### src/rtl/mem_wb_stage.sv
// mem_wb_stage: MEM/WB pipeline register with forwarding hold and optional perf counters.
// Define MEM_WB_PERF_CNT_EN to build retired_cnt/stall_cnt; otherwise they read as 0.
module mem_wb_stage (
    input  logic        clk,
    input  logic        rst,
    input  logic        ready,
    input  logic        valid_in,
    input  logic        WB_EN_in,
    input  logic        MEM_R_EN_in,
    input  logic [3:0]  Dest_in,
    input  logic [31:0] ALU_res_in,
    input  logic [31:0] MEM_out_in,
    input  logic        perf_clr,
    output logic        WB_EN_out,
    output logic [3:0]  WB_Dest,
    output logic [31:0] WB_Value,
    output logic        fwd_valid,
    output logic [3:0]  fwd_dest,
    output logic [31:0] fwd_value,
    output logic [31:0] retired_cnt,
    output logic [31:0] stall_cnt
);
    logic        valid_q;
    logic        wb_en_q;
    logic        mem_r_q;
    logic [3:0]  dest_q;
    logic [31:0] alu_q;
    logic [31:0] mem_q;

    always_ff @(posedge clk) begin
        if (!rst) begin
            valid_q   <= 1'b0;
            wb_en_q   <= 1'b0;
            mem_r_q   <= 1'b0;
            dest_q    <= 4'd0;
            alu_q     <= 32'd0;
            mem_q     <= 32'd0;
            fwd_valid <= 1'b0;
            fwd_dest  <= 4'd0;
            fwd_value <= 32'd0;
        end else begin
            // A stall inserts a bubble so a held instruction is written back only once.
            if (ready) begin
                valid_q <= valid_in;
                wb_en_q <= valid_in & WB_EN_in;
                mem_r_q <= MEM_R_EN_in;
                dest_q  <= Dest_in;
                alu_q   <= ALU_res_in;
                mem_q   <= MEM_out_in;
            end else begin
                valid_q <= 1'b0;
                wb_en_q <= 1'b0;
            end
            fwd_valid <= WB_EN_out;
            fwd_dest  <= WB_Dest;
            fwd_value <= WB_Value;
        end
    end

    assign WB_EN_out = wb_en_q;
    assign WB_Dest   = dest_q;
    assign WB_Value  = mem_r_q ? mem_q : alu_q;

`ifdef MEM_WB_PERF_CNT_EN
    logic [31:0] retired_q;
    logic [31:0] stall_q;

    always_ff @(posedge clk) begin
        if (!rst) begin
            retired_q <= 32'd0;
            stall_q   <= 32'd0;
        end else if (perf_clr) begin
            retired_q <= 32'd0;
            stall_q   <= 32'd0;
        end else begin
            if (valid_q && retired_q != 32'hFFFF_FFFF) retired_q <= retired_q + 32'd1;
            if (!ready && stall_q != 32'hFFFF_FFFF) stall_q <= stall_q + 32'd1;
        end
    end

    assign retired_cnt = retired_q;
    assign stall_cnt   = stall_q;
`else
    logic unused_perf_clr;
    assign unused_perf_clr = perf_clr;
    assign retired_cnt = 32'd0;
    assign stall_cnt   = 32'd0;
`endif
endmodule
### config.mk
export PLATFORM = sky130hd
export DESIGN_NAME = mem_wb_stage
export DESIGN_NICKNAME = d
export VERILOG_FILES = /design/src/rtl/mem_wb_stage.sv
export SDC_FILE = /design/constraint.sdc
export NUM_CORES = 1
export LEC_CHECK = 0
export CAP_MARGIN = 20
export CORE_AREA = 3 3 93 131
export DETAILED_ROUTE_END_ITERATION = 10
export DIE_AREA = 0 0 96 134
export PLACE_DENSITY = 0.8
export SLEW_MARGIN = 15
export SYNTH_ARGS = -nofsm -noshare
export SYNTH_HDL_FRONTEND = slang
export SYNTH_SLANG_ARGS = --single-unit
export TNS_END_PERCENT = 1
### constraint.sdc
create_clock -name clk -period 1.3 [get_ports clk]
set_clock_uncertainty 0.05 [all_clocks]
set_input_delay 0.13 -clock clk [delete_from_list [all_inputs] [get_ports clk]]
set_output_delay 0.13 -clock clk [all_outputs]
set_load 0.01 [all_outputs]
# --- Word-level counts from Yosys, hierarchy flattened ---
# Index checks and enable logic that the tools add are counted.
op_classes:
  n_mux: 1
  bitwise: 1
  reduce_logical: 1
ops:
  columns: ["cell", "count"]
  rows:
  - ["two-way mux 32 bit", 1]
  - ["AND reduction 2 bit", 1]
  - ["bitwise AND 1 bit", 1]
totals:
  ff_bits: 107
  input_bits: 75
  wordCells: 11

# --- Depth between registers and ports, before layout ---
depth:
  depth_word: 1
  depth_mapped: 4
  mapped_depth_nobuf: 2

# --- Worst setup path before layout ---
# No wires, ideal clock.
synth_timing:
  path_type: "register to register"
  from: "register mem_r_q"
  to: "register fwd_value[10]"
  arrival_time_ps: 1045
  setup_slack_ps: 90
  path_stages_with_launch: 5
  path_buffers: 2
  synth_period_minus_slack_ps: 1210
  cell_sequence: "dfxtp_1 buf_6 buf_12 mux2_4 and2_1"
synth_via:
  elab_chain_len: 1
synth_lines:
  columns: ["element", "line", "rtl"]
  rows:
  - ["start, declared", "25", "logic mem_r_q;"]
  - ["start signal, assigned", "46", "mem_r_q <= MEM_R_EN_in;"]
  - ["two-way mux 32 bit", "62", "assign WB_Value = mem_r_q ? mem_q : alu_q;"]
  - ["via WB_Value[10]", "16", "output logic [31:0] WB_Value,"]
  - ["end signal, assigned", "56", "fwd_value <= WB_Value;"]
  - ["end, declared", "19", "output logic [31:0] fwd_value,"]
# The timed path passes the listed nets, and every way through them passes these cells.
# A chain may end at the register's enable or synchronous reset.

# --- Final worst setup path ---
layout_timing:
  from: "register mem_r_q"
  to: "output port WB_Value[4]"
layout_via:
  elab_chain_len: 1
layout_lines:
  columns: ["element", "line"]
  rows:
  - ["two-way mux 32 bit", "62"]
  - ["end, declared", "16"]
# No other way between the ends.

==> reports/qor.yml <==
synth:
  synth_cell_types: 14
  syn_avg_cell_area_um2: 11.5
  yosysWarnings: 0
  ys_ff_latch: 107
  syn_inst: 403
  seq_area_frac_synth: 0.463
  syn_area_um2: 4630
clock_network:
  cts-root-buf: "clkbuf_16"
  clock-sinks: 107
  htree_num_levels: 3
  clk_latency_ns: 0.33
  cts_made_buffers: 9
  cts_tree: "done"
  clk_pin_slew_ns: 0.07
  cts_max_path_buffers: 2
placed_design:
  pre_cts_slack_ns: -0.284
  place_congestion: 0.714
  hpwl_um: 7150
  io_buffers: 147
  place_inst: 676
finish:
  area_delta_synth_final_pct: 37.9
  mostFrequentLayoutCells: "dfxtp_1 (106), clkdlybuf4s50_1 (71), mux2i_1 (69), nor2b_1 (69), conb_1 (64)"
  finalNonFillerCells: 695
  diodes: 0
  layout.nets: 621
  layout-drive-gt1-share: 0.172
  mostFrequentLayoutCell: "dfxtp_1"
sta:
  max_freq_mhz: 641
  finalCritPeriodShare: 1.20
  hold_viol_final: 0
  layout_min_cycle_time_ns: 1.56
  slew_viol_final: 0
  setup_ws_ns: -0.259
  rsz0062_at_grt: "yes"
  setup_viol: 32
detailed_routing:
  wirelength_um: 9860
  drt_iter0_drc: 40
  drt_pass1_iterations: 4
  drc: 0
  via_per_inst: 4.23
  wl_per_cell_um: 14.2
  vias: 2940
  ant_nets: 0
min_path:
  min_to: "mem_r_q$_SDFFE_PN0P_"
  min_from: "rst"
  min_delay_path_depth: 3
  hold_path_class: "input port to register"
setup_path:
  reg2reg_from: "mem_r_q$_SDFFE_PN0P_"
  r2r_slack_ns: 0.07
  cp_max_fo: 8
  cp-end-kind: "output pin"
  reg2reg_depth: 3
  critical_path_class: "register to output pin"
  r2r_end: "fwd_value[4]$_SDFF_PN0_"
  critPathArrivalTime_ns: 1.38
  cp.required_ns: 1.12
  crit_path_start_kind: "register"
job:
  cap_violations: 0
global_routing:
  grt_max_degree: 57
  track_usage: 0.153
  grt_overflow: 0
  grt_pass1_wl_um: 15200
  first_global_vias: 2969
  grt_antenna_before_repair: 0
die:
  die_x_um: 96
  dieArea_um2: 12900
  rows: 46
  core_area_um2: 11200
  die_height_um: 134
  start_util: 0.412
  ios: 213
power_and_ir_drop:
  powerDensity_nw_per_um2: 1210
  p_leak_uw: 0.00300
  ir_drop_uv: 759
run_status:
  violations: "negative setup slack"
  status: "complete, but fails checks"
-- final cells by class --
type | count | area (µm²)
Clock inverter | 4 | 72.6
Tap cell | 144 | 180
Timing Repair Buffer | 156 | 1630
Clock buffer | 12 | 256
Fill cell | 967 | 4840
Sequential cell | 107 | 2150
Multi-Input combinational cell | 272 | 2090
-- registers in the layout (all words and copies together), names as in the netlist --
name and cells:
fwd_dest 4, fwd_value 32, alu_q 32, fwd_valid 1
mem_r_q 1, mem_q 32, WB_Dest 4, WB_EN_out 1
-- metal layers --
metal | vias to the layer above | track usage | part of all wire
met5 | - | 0 | 0
met4 | 0 | 0.0538 | 0.015
met3 | 9 | 0.0359 | 0.063
met2 | 109 | 0.282 | 0.55
met1 | 1367 | 0.166 | 0.37
li1 | 1455 | - | -
-- synthesized netlist by cell type --
| library cell | number | area share |
|---|---|---|
| mux2_4 | 29 | 0.094 |
| dfxtp_1 | 107 | 0.46 |
| conb_1 | 1 | 0.00081 |
| and4_1 | 1 | 0.0019 |
| mux2_2 | 3 | 0.0073 |
| buf_6 | 1 | 0.0024 |
| buf_4 | 69 | 0.11 |
| buf_2 | 4 | 0.0043 |
| nor2b_1 | 69 | 0.093 |
| and2_4 | 1 | 0.0019 |
| clkbuf_1 | 10 | 0.0081 |
| and2_1 | 36 | 0.049 |
| buf_12 | 3 | 0.013 |
| mux2i_1 | 69 | 0.15 |
-- repair_timing --
action                     4_1_cts  5_1_grt
setup endpoints to repair       74       47
gates cloned                     3        0
hold endpoints to repair         0        0
hold buffers                     0        0
buffers inserted                 2        1
gates resized for setup        211        4
pin swaps                        9        0
-- kinds of logic (layout without fill, tap and decap cells) --
kind of cell | Yosys count | in the layout | share of synthesized area
buf+inv | 87 | 172 | 0.140
other cells | 1 | 64 | 0.000810
flops | 107 | 107 | 0.463
mux | 101 | 101 | 0.251
simple gates | 107 | 107 | 0.146
-- critical path, cell delays in order, from the launching register on --
cell     delay [ns]
dfxtp_4        0.43
buf_12         0.16
mux2_4         0.32
buf_6          0.12
-- power breakdown --
part	leakage [µW]	internal, µW	switching (µW)
logic	0.00196	724	500
registers	0.000881	3460	85.6
clock network	0.000159	1790	1150
-- per-stage QoR --
stage / util / instance area (µm²) / hold WS, ns / TNS, ns / total power (µW)
finish: 0.568 / 6380 / 0.235 / -7.69 / 7700
global route: 0.568 / 6380 / 0.245 / -9.00 / 8020
CTS: 0.572 / 6420 / 0.226 / -10.44 / 7830
detailed placement: 0.533 / 5980 / 0.399 / -7.69 / 4830
global placement: 0.533 / 5980 / 0.391 / -7.51 / 4790
floorplan: - / 4860 / 0.249 / 0 / 4390
-- worst max-delay path by stage --
| stage | from | to | cells past startpoint | slack, ns |
|---|---|---|---|---|
| 5_1_grt | mem_r_q$_SDFFE_PN0P_ | WB_Value[4] | 3 | -0.30 |
| 2_1_floorplan | mem_r_q$_SDFFE_PN0P_ | fwd_value[10]$_SDFF_PN0_ | 4 | 0.09 |
| 6_report | mem_r_q$_SDFFE_PN0P_ | WB_Value[4] | 3 | -0.26 |
| 3_5_place_dp | mem_r_q$_SDFFE_PN0P_ | WB_Value[0] | 3 | -0.28 |
| 3_3_place_gp | mem_r_q$_SDFFE_PN0P_ | WB_Value[0] | 3 | -0.28 |
| 4_1_cts | mem_r_q$_SDFFE_PN0P_ | WB_Value[26] | 4 | -0.38 |
(Power assumes the default switching activity.)
